[config.mk]
export PLATFORM = sky130hd
export DESIGN_NAME = mips_control_fsm
export DESIGN_NICKNAME = d
export VERILOG_FILES = /design/src/rtl/mips_ctrl_pkg.sv /design/src/rtl/mips_control_fsm_alu_decoder.sv /design/src/rtl/mips_control_fsm.sv
export SDC_FILE = /design/constraint.sdc
export NUM_CORES = 1
export LEC_CHECK = 0
export ABC_AREA = 1
export BUFFER_PORTS_ARGS = -buffer_cell sky130_fd_sc_hd__buf_2
export CORE_MARGIN = 2
export CORE_UTILIZATION = 50
export CTS_CLUSTER_DIAMETER = 30
export DETAILED_ROUTE_END_ITERATION = 12
export PLACE_DENSITY = 0.73
export SLEW_MARGIN = 20
export SYNTH_ARGS = -nofsm -noshare
export SYNTH_HDL_FRONTEND = slang
export SYNTH_HIERARCHICAL = 1
export SYNTH_SLANG_ARGS = --single-unit
[constraint.sdc]
create_clock -name clk -period 2.5 [get_ports clk]
set_input_delay 0.375 -clock clk [delete_from_list [all_inputs] [get_ports clk]]
set_output_delay 0.375 -clock clk [all_outputs]
set_load 0.1 [all_outputs]
[src/rtl/mips_ctrl_pkg.sv]
// Shared definitions for the multi-cycle MIPS control unit: state encoding,
// instruction field constants and ALU selector codes.
package mips_ctrl_pkg;

  typedef enum logic [2:0] {
    IDLE   = 3'd0,
    FETCH  = 3'd1,
    DECODE = 3'd2,
    EXEC   = 3'd3,
    MEM    = 3'd4,
    WB     = 3'd5,
    TRAP   = 3'd6
  } ctrlStateT;

  localparam logic [5:0] OP_RTYPE = 6'h00;
  localparam logic [5:0] OP_ADDI  = 6'h08;
  localparam logic [5:0] OP_ANDI  = 6'h0C;
  localparam logic [5:0] OP_ORI   = 6'h0D;
  localparam logic [5:0] OP_LW    = 6'h23;
  localparam logic [5:0] OP_SW    = 6'h2B;
  localparam logic [5:0] OP_BEQ   = 6'h04;

  localparam logic [5:0] FN_ADD = 6'h20;
  localparam logic [5:0] FN_SUB = 6'h22;
  localparam logic [5:0] FN_AND = 6'h24;
  localparam logic [5:0] FN_OR  = 6'h25;
  localparam logic [5:0] FN_SLT = 6'h2A;

  localparam logic [2:0] ALU_AND = 3'b000;
  localparam logic [2:0] ALU_OR  = 3'b001;
  localparam logic [2:0] ALU_ADD = 3'b010;
  localparam logic [2:0] ALU_SUB = 3'b110;
  localparam logic [2:0] ALU_SLT = 3'b111;

endpackage

[src/rtl/mips_control_fsm_alu_decoder.sv]
// Maps a latched opcode/funct pair to the ALU operation and flags whether the
// pair belongs to the supported instruction subset.
module alu_decoder
  import mips_ctrl_pkg::*;
(
  input  logic [5:0] opcode,
  input  logic [5:0] funct,
  output logic [2:0] aluSel,
  output logic       legal
);

  always_comb begin
    aluSel = ALU_AND;
    legal  = 1'b1;
    case (opcode)
      OP_RTYPE: begin
        case (funct)
          FN_ADD:  aluSel = ALU_ADD;
          FN_SUB:  aluSel = ALU_SUB;
          FN_AND:  aluSel = ALU_AND;
          FN_OR:   aluSel = ALU_OR;
          FN_SLT:  aluSel = ALU_SLT;
          default: legal  = 1'b0;
        endcase
      end
      OP_ADDI, OP_LW, OP_SW: aluSel = ALU_ADD;
      OP_ANDI: aluSel = ALU_AND;
      OP_ORI:  aluSel = ALU_OR;
      OP_BEQ:  aluSel = ALU_SUB;
      default: legal  = 1'b0;
    endcase
  end

endmodule

[src/rtl/mips_control_fsm.sv]
// Multi-cycle MIPS control FSM: IDLE/FETCH/DECODE/EXEC/MEM/WB with a sticky
// TRAP for illegal instructions and data-memory timeouts.
module mips_control_fsm
  import mips_ctrl_pkg::*;
#(
  parameter int unsigned MEM_WAIT_MAX = 8
) (
  input  logic       clk,
  input  logic       rst,
  input  logic       run,
  input  logic [5:0] opcode,
  input  logic [5:0] funct,
  input  logic       zero,
  input  logic       mem_ready,
  output logic       MemaReg,
  output logic       enWrSram,
  output logic       enWriteMemory,
  output logic       ftePC,
  output logic       enablePC,
  output logic       fteALU,
  output logic       regDst,
  output logic [2:0] ALUSelector,
  output logic       instr_done,
  output logic       illegal,
  output logic       mem_timeout
);

  localparam int unsigned CW = $clog2(MEM_WAIT_MAX + 1);

  ctrlStateT     state, nxtState;
  logic [5:0]    opQ, fnQ;
  logic          zeroQ, nxtZero;
  logic [CW-1:0] waitCnt;
  logic [2:0]    decAlu;
  logic          decLegal;

  logic isR, isLw, isSw, isBeq, isAluImm;

  logic       nMemaReg, nEnWrSram, nEnWriteMemory, nFtePC, nEnablePC;
  logic       nFteALU, nRegDst, nInstrDone;
  logic [2:0] nAluSel;

  alu_decoder uDec (
    .opcode (opQ),
    .funct  (fnQ),
    .aluSel (decAlu),
    .legal  (decLegal)
  );

  assign isR      = (opQ == OP_RTYPE);
  assign isLw     = (opQ == OP_LW);
  assign isSw     = (opQ == OP_SW);
  assign isBeq    = (opQ == OP_BEQ);
  assign isAluImm = (opQ == OP_ADDI) || (opQ == OP_ANDI) || (opQ == OP_ORI);

  // mem_ready takes priority over the final wait cycle expiring.
  always_comb begin
    nxtState = state;
    nxtZero  = zeroQ;
    case (state)
      IDLE:   if (run) nxtState = FETCH;
      FETCH:  nxtState = DECODE;
      DECODE: nxtState = decLegal ? EXEC : TRAP;
      EXEC: begin
        if (isBeq) nxtZero = zero;
        nxtState = (isLw || isSw) ? MEM : WB;
      end
      MEM: begin
        if (mem_ready)                                nxtState = WB;
        else if (waitCnt == CW'(MEM_WAIT_MAX - 1))    nxtState = TRAP;
      end
      WB:     nxtState = run ? FETCH : IDLE;
      TRAP:   nxtState = TRAP;
      default: nxtState = IDLE;
    endcase
  end

  // Outputs are registered, so they are decoded from the state being entered;
  // opQ/fnQ are already stable whenever that state is EXEC, MEM or WB.
  always_comb begin
    nMemaReg       = 1'b0;
    nEnWrSram      = 1'b0;
    nEnWriteMemory = 1'b0;
    nFtePC         = 1'b0;
    nEnablePC      = 1'b0;
    nFteALU        = 1'b0;
    nRegDst        = 1'b0;
    nInstrDone     = 1'b0;
    nAluSel        = '0;
    case (nxtState)
      EXEC: begin
        nAluSel = decAlu;
        nRegDst = isR;
        nFteALU = !isR && !isBeq;
      end
      MEM: begin
        nAluSel        = decAlu;
        nFteALU        = 1'b1;
        nEnWriteMemory = isSw;
      end
      WB: begin
        nAluSel    = decAlu;
        nEnablePC  = 1'b1;
        nInstrDone = 1'b1;
        nEnWrSram  = isR || isAluImm || isLw;
        nMemaReg   = isLw;
        nRegDst    = isR;
        nFtePC     = isBeq && nxtZero;
      end
      default: ;
    endcase
  end

  always_ff @(posedge clk or negedge rst) begin
    if (!rst) begin
      state         <= IDLE;
      opQ           <= '0;
      fnQ           <= '0;
      zeroQ         <= 1'b0;
      waitCnt       <= '0;
      MemaReg       <= 1'b0;
      enWrSram      <= 1'b0;
      enWriteMemory <= 1'b0;
      ftePC         <= 1'b0;
      enablePC      <= 1'b0;
      fteALU        <= 1'b0;
      regDst        <= 1'b0;
      ALUSelector   <= '0;
      instr_done    <= 1'b0;
      illegal       <= 1'b0;
      mem_timeout   <= 1'b0;
    end else begin
      state <= nxtState;
      zeroQ <= nxtZero;
      if (state == FETCH) begin
        opQ <= opcode;
        fnQ <= funct;
      end
      waitCnt <= (state == MEM && nxtState == MEM) ? waitCnt + CW'(1) : '0;
      MemaReg       <= nMemaReg;
      enWrSram      <= nEnWrSram;
      enWriteMemory <= nEnWriteMemory;
      ftePC         <= nFtePC;
      enablePC      <= nEnablePC;
      fteALU        <= nFteALU;
      regDst        <= nRegDst;
      ALUSelector   <= nAluSel;
      instr_done    <= nInstrDone;
      if (state == DECODE && nxtState == TRAP) illegal     <= 1'b1;
      if (state == MEM    && nxtState == TRAP) mem_timeout <= 1'b1;
    end
  end

endmodule

Word-level counts from Yosys, hierarchy flattened
Index checks and enable logic that the tools add are counted.

storage, ports and cells
  flip-flop bits (word level) = 32
  latch bits = 0
  bits in writable memories = 0
  bits in read-only memories = 0
  input port bits = 17
  memories kept = 0

operators by class
  add/subtract/negate cells = 1
  multipliers = 0
  divide/modulo/power cells = 0
  magnitude comparators = 0
  eq/ne operators = 22
  shifts and indexed selects = 0
  mux-type cells = 22
  bitwise operators = 0
  reduce and logical (&&, ||, !) cells = 19

operators with widths
  kind                 count
  $eq 6x6->1 const B   7
  $pmux 3 s4           2
  $pmux 3 s7           1
  $eq 3x3->1 const B   6
  $eq 6x4->1 const B   3
  $mux 3               5
  $mux 1               11
  $eq 3x2->1 const B   3
  $eq 6x3->1 const B   1
  $logic_not 6->1      1
  $reduce_or 3->1      2
  $reduce_or 6->1      1
  $logic_and 1x1->1    5
  $logic_or 1x1->1     5
  $reduce_or 5->1      1
  $add 4x1->4 const B  1
  $eq 4x3->1 const B   1
  $mux 4               1
  $pmux 1 s2           2
  $eq 3x1->1 const B   1
  $logic_not 3->1      1
  $logic_not 1->1      2
  $reduce_or 2->1      1

Logic depth before layout (Yosys ltp)
Gate-level depths: netlist of run 1.

  depth in word-level cells = 9
  mapped depth = 11
  depth with buffers taken out = 11

Hierarchy
Netlist of run 1, hierarchy kept.

modules (own cells, without submodules)
  module            instances  cells each  area each (um^2)
  mips_control_fsm  1          151         1,428.9
  alu_decoder       1          49          215.2

Least setup slack after synthesis of run 1
No wires, ideal clock.

  path type = flip-flop to output port
  start point = register instr_done
  end point = output instr_done
  data arrival time = 1,324 ps
  data required time = 2,125 ps
  path slack = 801 ps
  stages on the path, launching flop included = 2
  path buffers = 1
  cells stage by stage = dfrtp_1 buf_4

RTL lines
  item                    line                     source
  start, declared         mips_control_fsm.sv:23   output logic instr_done,
  start signal, assigned  mips_control_fsm.sv:148  instr_done <= nInstrDone;

No word-level cell between the ends.

Worst setup path after layout of run 1
  start point = register opQ[0]
  end point = register ALUSelector[0]

on the way
  word-level cells in the longest chain between the ends = 8
  elaborated cells on any way between the ends = 20
  those cells by class = eq/ne: 9; mux: 6; reduce/logical: 5

RTL lines
  item                                             line                                source
  start, declared                                  mips_control_fsm.sv:31              logic [5:0] opQ, fnQ;
  start signal, assigned                           mips_control_fsm.sv:136             opQ <= opcode;
  $eq 6x6->1 (tied with other cells)               mips_control_fsm_alu_decoder.sv:15  case (opcode)
  $reduce_or 6->1 (no line)                        n/a
  $pmux 1 s2 *                                     mips_control_fsm_alu_decoder.sv:15
  named net decLegal                               mips_control_fsm.sv:35              logic decLegal;
  $mux 3 *                                         mips_control_fsm.sv:63              DECODE: nxtState = decLegal ? EXEC : TRAP;
  $pmux 3 s7 *                                     mips_control_fsm.sv:60              case (state)
  $eq 3x3->1 / $eq 3x2->1 (equally long branches)  mips_control_fsm.sv:90              case (nxtState)
  $reduce_or 3->1 (no line) *                      n/a
  $mux 3 *                                         mips_control_fsm.sv:90
  named net nAluSel[0]                             mips_control_fsm.sv:41              logic [2:0] nAluSel;
  end signal, assigned                             mips_control_fsm.sv:147             ALUSelector <= nAluSel;
  end, declared                                    mips_control_fsm.sv:22              output logic [2:0] ALUSelector,

The timed path passes the listed nets; every way through them passes the cells marked *.
A chain may end at the register's enable or synchronous reset.

==> results.rst, run 1 <==
.. list-table::
   :header-rows: 1

   * - Metric
     - Value
   * - Run status
     - complete, no violations
   * - Die height
     - 61.3 um
   * - Final Max Slew Viols
     - 0
   * - Overall fraction of global-route tracks in use
     - 0.188
   * - Post-layout minimum cycle time
     - 1.82 ns
   * - Transition at the pin with the smallest max-transition slack
     - 0.676 ns
   * - Count of routing violations after the opening detailed-route iteration
     - 58
   * - Worst reg2reg path startpoint
     - opQ[0]$_DFFE_PN0P_
   * - Final setup violation count
     - 0
   * - Ratio of cells with drive above 1 in the final layout
     - 0.268
   * - Post-CTS Repair Setup Buffers
     - 0
   * - Class of the tightest hold or removal check
     - in2async
   * - Final hold vios
     - 0
   * - Post-synthesis cell area
     - 1640 um2
   * - Hold buffers post-CTS
     - 0
   * - Setup repair after global routing missed its margin
     - false
   * - Vias per Instance
     - 4.78
   * - Row Count
     - 20
   * - Clock tree from TritonCTS
     - yes
   * - Total DRC errors in the routed layout
     - 0
   * - Number of sinks on the clock net
     - 32
   * - Area of the die
     - 3760 um2
   * - Category of the most critical setup path
     - reg2reg
   * - Mean cell area of the mapped netlist
     - 8.22 um2
   * - Pwr/cell area
     - 1150 nW/um2
   * - CP max FO
     - 4
   * - Fmax
     - 548 MHz
   * - Via count of the first global-routing pass
     - 1212
   * - Worst endpoint required time
     - 2.74 ns
   * - Detailed-routed wire length on met3
     - 156 um
   * - Global-route wire length before repair
     - 5030 um
   * - Final-stage net count
     - 252
   * - Fill cell instance count of the final layout
     - 301
   * - Worst-path clk slew
     - 0.10 ns
   * - Number of warning messages in the yosys log
     - 6
   * - Detailed-placement wirelength estimate
     - 2230 um
   * - Clock buffer depth
     - 2
   * - Minimum setup slack among reg-to-reg paths
     - 0.68 ns
   * - Clock Skews
     - 0.00873 ns
   * - # resized after CTS
     - 0
   * - Reg2reg end
     - ALUSelector[0]$_DFF_PN0_
   * - Post-synthesis sequential area ratio
     - 0.487
   * - Total length of routed met2 wires
     - 1350 um
   * - Clock buffer count from CTS
     - 5
   * - Number of distinct library cells after synthesis
     - 27
   * - Max-Cap Viols
     - 0
   * - Number of iterations in the first detailed-routing pass
     - 4
   * - Number of nets in the synthesized netlist
     - 218
   * - Leakage
     - 1.06 nW
   * - Worst slew margin relative to its limit
     - 0.549
   * - Met1 wire length
     - 1400 um
   * - Mean routed wirelength per cell
     - 10.7 um
   * - Crit path capture type
     - flip-flop
   * - Setup crit start kind
     - flip-flop
   * - Horiz. Die Dim
     - 61.3 um
   * - # port buffers
     - 29
   * - Logic depth of the worst register-to-register path
     - 10
   * - Ports placed on the boundary
     - 30
   * - Std-Cell Core Area
     - 3100 um2
   * - Clock H-tree levels
     - 2
   * - Area Growth Syn to Fin
     - 17.2%
   * - Max layer used
     - met4
   * - Minimum hold slack
     - 0.0622 ns
   * - GP Congestion
     - 0.902
   * - Antenna diode count
     - 0
   * - Skew-Pair Late Insertion Delay
     - 0.34 ns
   * - Largest voltage drop on the vdd net
     - 0.000700 V
   * - Fin crit share
     - 0.730
   * - Total grt overflow
     - 0
   * - Effective utilization at floorplan
     - 0.530
   * - DR vias
     - 1335
   * - Total negative slack for setup checks
     - 0 ns
   * - Initial antenna violation count
     - 0
   * - Drt total wl
     - 2980 um
   * - Buffer cell driving the clock tree root
     - sky130_fd_sc_hd__clkbuf_4
   * - Synthesized flop and latch total
     - 32
   * - Endpoint arrival time on the critical path
     - 2.07 ns
   * - Post-Synthesis Cells
     - 200
   * - Number of antenna-violating nets in the routed design
     - 0
   * - Largest net degree at the start of global routing
     - 33
-- stage by stage --
step | cell area (um2) | setup WS, ns | instances | total power, mW | util
final | 1930 | 0.676 | 279 | 2.21 | 0.621
after global placement | 1830 | 0.761 | 271 | 1.75 | 0.590
after floorplan | 1640 | 0.801 | 200 | 1.59 | -
after global routing | 1930 | 0.440 | 279 | 2.37 | 0.621
after detailed placement | 1830 | 0.702 | 271 | 1.77 | 0.590
after CTS | 1930 | 0.677 | 279 | 2.22 | 0.621
-- how the worst max path moves through the flow --
stage                          from  depth (start not counted)  slack, ns                  endpoint
6_report         opQ[0]$_DFFE_PN0P_                         10       0.68  ALUSelector[0]$_DFF_PN0_
3_3_place_gp     opQ[2]$_DFFE_PN0P_                          9       0.76  ALUSelector[0]$_DFF_PN0_
3_5_place_dp     opQ[0]$_DFFE_PN0P_                         10       0.70  ALUSelector[0]$_DFF_PN0_
2_1_floorplan  instr_done$_DFF_PN0_                          1       0.80                instr_done
5_1_grt          opQ[0]$_DFFE_PN0P_                         10       0.44          fteALU$_DFF_PN0_
4_1_cts          opQ[2]$_DFFE_PN0P_                          9       0.68  ALUSelector[0]$_DFF_PN0_
-- flip-flops by register name, indices dropped and copies added (netlist names) --
name           count
ALUSelector        3
MemaReg            1
enWrSram           1
enWriteMemory      1
fnQ                6
fteALU             1
ftePC              1
illegal            1
instr_done         1
mem_timeout        1
opQ                6
regDst             1
state              3
waitCnt            4
zeroQ              1
-- report_power, final --
group / total [mW] / switching [mW] / internal (mW) / leakage [nW]
clock network: 0.443 / 0.178 / 0.265 / 0.0515
logic: 0.952 / 0.666 / 0.286 / 0.611
registers: 0.812 / 0.149 / 0.663 / 0.398
total: 2.21 / 0.992 / 1.21 / 1.06
-- routing by layer --
layer / vias up / GRT usage
met5: - / 0
met4: 0 / 0.0912
met3: 10 / 0.0504
met2: 37 / 0.296
met1: 604 / 0.241
li1: 684 / -
-- cell usage after synthesis --
cell type | n | area share
sky130_fd_sc_hd__nand2_1 | 35 | 0.080
sky130_fd_sc_hd__inv_1 | 34 | 0.078
sky130_fd_sc_hd__nor2_1 | 34 | 0.078
sky130_fd_sc_hd__dfrtp_1 | 32 | 0.49
sky130_fd_sc_hd__nand3_1 | 12 | 0.037
sky130_fd_sc_hd__a21oi_1 | 7 | 0.021
sky130_fd_sc_hd__mux2_2 | 6 | 0.041
sky130_fd_sc_hd__nor2_2 | 6 | 0.023
sky130_fd_sc_hd__inv_2 | 4 | 0.0091
sky130_fd_sc_hd__nand4_1 | 4 | 0.015
sky130_fd_sc_hd__nand2_2 | 3 | 0.011
sky130_fd_sc_hd__nand3b_1 | 3 | 0.014
sky130_fd_sc_hd__o21ai_1 | 3 | 0.0091
sky130_fd_sc_hd__nand3_4 | 2 | 0.021
sky130_fd_sc_hd__nor2_4 | 2 | 0.014
sky130_fd_sc_hd__o21bai_1 | 2 | 0.0091
sky130_fd_sc_hd__buf_2 | 1 | 0.0030
sky130_fd_sc_hd__buf_4 | 1 | 0.0046
sky130_fd_sc_hd__clkinv_2 | 1 | 0.0030
sky130_fd_sc_hd__ha_1 | 1 | 0.0076
sky130_fd_sc_hd__nand2_4 | 1 | 0.0068
sky130_fd_sc_hd__nor3_1 | 1 | 0.0030
sky130_fd_sc_hd__nor4_1 | 1 | 0.0038
sky130_fd_sc_hd__o221ai_1 | 1 | 0.0053
sky130_fd_sc_hd__or2_4 | 1 | 0.0053
sky130_fd_sc_hd__xnor2_1 | 1 | 0.0053
sky130_fd_sc_hd__xor2_1 | 1 | 0.0053
-- logic make-up (layout without fill, tap and decap cells) --
kind of cell | count (synthesis) | in the layout | synth area share
XOR/XNOR | 2 | 2 | 0.0107
AND/OR/NAND/NOR | 105 | 105 | 0.311
flip-flops | 32 | 32 | 0.487
buffers and inverters | 41 | 76 | 0.0974
AO/OA/AOI/OAI | 13 | 13 | 0.0449
multiplexers | 6 | 6 | 0.0411
adder cells (fa/ha/maj) | 1 | 1 | 0.00761
-- layout by cell type (no fill, tap or decap), drive strengths merged --
| master | netlist | layout |
|---|---|---|
| a21oi | 7 | 7 |
| buf | 2 | 29 |
| bufinv | 0 | 1 |
| clkbuf | 0 | 7 |
| clkinv | 1 | 1 |
| dfrtp | 32 | 32 |
| ha | 1 | 1 |
| inv | 38 | 38 |
| mux2 | 6 | 6 |
| nand2 | 39 | 39 |
| nand3 | 14 | 14 |
| nand3b | 3 | 3 |
| nand4 | 4 | 4 |
| nor2 | 42 | 42 |
| nor3 | 1 | 1 |
| nor4 | 1 | 1 |
| o21ai | 3 | 3 |
| o21bai | 2 | 2 |
| o221ai | 1 | 1 |
| or2 | 1 | 1 |
| xnor2 | 1 | 1 |
| xor2 | 1 | 1 |
-- worst max-delay path, stage by stage (launching register included) --
cell and delay (ns):
sky130_fd_sc_hd__dfrtp_1 0.43, sky130_fd_sc_hd__nor2_1 0.24, sky130_fd_sc_hd__nand3_1 0.16, sky130_fd_sc_hd__nand2_1 0.09, sky130_fd_sc_hd__nor2_1 0.04, sky130_fd_sc_hd__nand2_1 0.10, sky130_fd_sc_hd__nand2_1 0.06, sky130_fd_sc_hd__a21oi_1 0.33
sky130_fd_sc_hd__o21ai_1 0.13, sky130_fd_sc_hd__inv_1 0.10, sky130_fd_sc_hd__nor2_1 0.05
-- layout make-up --
cell class,instances,area [um2],area share
sequential,32,801,0.416
inverter,39,148,0.0766
multi-input combinational,127,683,0.355
clock buffer,7,65.1,0.0338
clock inverter,1,30.0,0.0156
timing repair buffer,29,145,0.0753
tap,44,55.1,0.0286
Note: power is estimated with default switching activity, not from simulation.
==> inputs of run 2 (changes only) <==
Settings changed: CORE_UTILIZATION 50 to 49, PLACE_DENSITY 0.73 to 0.74.
Clock period 2.5 ns to 1.6 ns, I/O delays scaled along.
==> run 2 against run 1 <==
  * Critical endpoint is now waitCnt[2]$_DFF_PN0_
  * Maximum frequency up 18%
  * Clock power up 54%
  * Sequential cell count unchanged
  * Highest routed layer unchanged
  * Clock-buffer cell count unchanged
  * Global-route usage down 0.42 points
  * Setup slack worse by 0.63 ns
==> results.rst, run 2 (synthesis gave the netlist of run 1 again) <==
.. list-table::
   :header-rows: 1

   * - Metric
     - Value
   * - Effective utilization at floorplan
     - 0.501
   * - Fmax
     - 645 MHz
   * - Power Total
     - 3.77 mW
   * - Clock buffer count from CTS
     - 5
   * - Number of antenna-violating nets in the routed design
     - 0
   * - Setup crit start kind
     - flip-flop
   * - Pwr/cell area
     - 1780 nW/um2
   * - Final-stage net count
     - 266
   * - CP max FO
     - 4
   * - Final setup violation count
     - 0
   * - Ordered list of cells on the worst path
     - nor2_4 -> nand2_2 -> nor2_4 -> o21ai_2 -> nand2_2 -> nand2_2 -> a21oi_4 -> nor2_4 -> nand3_4 -> nor2_2
   * - Endpoint arrival time on the critical path
     - 1.77 ns
   * - Global-route wire length before repair
     - 5070 um
   * - Gate family responsible for the most delay along the worst path
     - simple AND/OR/NAND/NOR gates
   * - Crit path capture type
     - flip-flop
   * - Transition at the pin with the smallest max-transition slack
     - 0.691 ns
   * - Clock H-tree levels
     - 2
   * - P_sw
     - 1.67 mW
   * - Max layer used
     - met4
   * - Area of the die
     - 3830 um2
   * - Run status
     - complete, no violations
   * - Leakage
     - 1.13 nW
   * - Area of combinational cells with multiple inputs
     - 757 um2
   * - Mean routed wirelength per cell
     - 10.2 um
   * - Slowest stage cell on the critical path
     - sky130_fd_sc_hd__dfrtp_2
   * - Via count of the first global-routing pass
     - 1248
   * - Footprint of the flip-flops and latches
     - 805 um2
   * - Fin crit share
     - 0.969
   * - Ratio of cells with drive above 1 in the final layout
     - 0.394
   * - Switching portion of total power
     - 0.442
   * - Ports placed on the boundary
     - 30
   * - Met1 wire length
     - 1360 um
   * - Total grt overflow
     - 0
   * - Clock Skews
     - 0.00755 ns
   * - Most frequent cells in the layout
     - 31 x sky130_fd_sc_hd__inv_1, 30 x sky130_fd_sc_hd__nand2_1, 29 x sky130_fd_sc_hd__dfrtp_1, 29 x sky130_fd_sc_hd__nor2_1, 29 x sky130_fd_sc_hd__buf_2
   * - Detailed-routed wire length on met3
     - 155 um
   * - Initial antenna violation count
     - 0
   * - Count of routing violations after the opening detailed-route iteration
     - 62
   * - Post-layout minimum cycle time
     - 1.55 ns
   * - Class of the tightest hold or removal check
     - in2reg
   * - Worst endpoint required time
     - 1.82 ns
   * - Logic gate share of total power
     - 0.484
   * - Total negative slack for setup checks
     - 0 ns
   * - Final Max Slew Viols
     - 0
   * - Largest voltage drop on the vdd net
     - 0.000988 V
   * - Number of iterations in the first detailed-routing pass
     - 4
   * - Worst-path clk slew
     - 0.10 ns
   * - Clk pwr share
     - 0.181
   * - # port buffers
     - 29
   * - Final hold vios
     - 0
   * - Antenna diode count
     - 0
   * - Registers with the most flip-flops
     - fnQ x6, opQ x6, waitCnt x4
   * - Largest net degree at the start of global routing
     - 33
   * - Row Count
     - 21
   * - Number of sinks on the clock net
     - 32
   * - Overall fraction of global-route tracks in use
     - 0.184
   * - Sequential share of power
     - 0.335
   * - DR vias
     - 1355
   * - Int Pwr
     - 2.10 mW
   * - Max-Cap Viols
     - 0
   * - Detailed-placement wirelength estimate
     - 2220 um
   * - Die height
     - 61.9 um
   * - GP Congestion
     - 0.865
   * - Horiz. Die Dim
     - 61.9 um
   * - Drt total wl
     - 3010 um
   * - Area Growth Syn to Fin
     - 28.6%
   * - Setup repair after global routing missed its margin
     - true
   * - Buf/Inv on CP
     - 0
   * - Total DRC errors in the routed layout
     - 0
   * - Leading cell type in the layout, fill and taps excluded
     - sky130_fd_sc_hd__inv_1
   * - Clock tree from TritonCTS
     - yes
   * - Category of the most critical setup path
     - reg2reg
   * - Buffer cell driving the clock tree root
     - sky130_fd_sc_hd__clkbuf_4
   * - Std-Cell Core Area
     - 3280 um2
   * - Fill cell instance count of the final layout
     - 295
   * - Skew-Pair Late Insertion Delay
     - 0.33 ns
   * - Total length of routed met2 wires
     - 1450 um
   * - Crit path largest cell delay
     - 0.45 ns
   * - Worst slew margin relative to its limit
     - 0.539
   * - Vias per Instance
     - 4.59
   * - Clock buffer depth
     - 2
## run 2: cell count changes in the layout (fill, tap and decap cells not counted), sizes merged
cell,change
buf,+13
dlygate4sd3,+1
## run 2: power by group through the flow
stage	Sequential, mW	Combinational (mW)	Clock, mW
after floorplan	1.42	1.07	0
after global placement	1.25	1.59	0
after detailed placement	1.25	1.60	0
after CTS	1.24	1.66	0.703
after global routing	1.31	2.02	0.733
final	1.26	1.83	0.684
## run 2: cell type report
type	instances	area share
Sequential cell	32	0.380
Multi-Input combinational cell	127	0.358
Timing Repair Buffer	43	0.120
Inverter	39	0.0698
Clock buffer	7	0.0308
Tap cell	46	0.0272
Clock inverter	1	0.0142
## run 2: final timing paths
path / end / startpoint / depth (start not counted) / slack [ns]
max in group asynchronous: opQ[1]$_DFFE_PN0P_ / rst / 2 / 0.65
max reg2reg: waitCnt[2]$_DFF_PN0_ / opQ[4]$_DFFE_PN0P_ / 10 / 0.05
min in group asynchronous: instr_done$_DFF_PN0_ / rst / 2 / 0.47
min reg2reg: waitCnt[0]$_DFF_PN0_ / waitCnt[0]$_DFF_PN0_ / 1 / 0.47
min: fnQ[0]$_DFFE_PN0P_ / funct[0] / 2 / 0.13
max: waitCnt[2]$_DFF_PN0_ / opQ[4]$_DFFE_PN0P_ / 10 / 0.05
## run 2: per-stage QoR
stage               utilization  cell area (um2)  setup WS (ns)  instances  hold slack [ns]
floorplan                     -             1650         0.0360        200          -0.0556
global placement          0.578             1900         0.0238        281            0.330
detailed placement        0.578             1900        -0.0238        281            0.327
CTS                       0.617             2030        0.00446        292            0.121
global route              0.644             2110        -0.0664        295            0.122
finish                    0.644             2110         0.0502        295            0.132
## run 2: metal layers
metal / up-vias / track usage
met3: 5 / 0.0559
met2: 30 / 0.302
met5: - / 0
li1: 712 / -
met4: 0 / 0.0760
met1: 608 / 0.225
## run 2: timing repair
item                                    CTS  global route
pin swaps                                 4            18
endpoints found under the hold margin    32             0
endpoints found under the setup margin    8            11
resized for setup                         2            23
buffers inserted                          2             3
hold buffers                              1             0
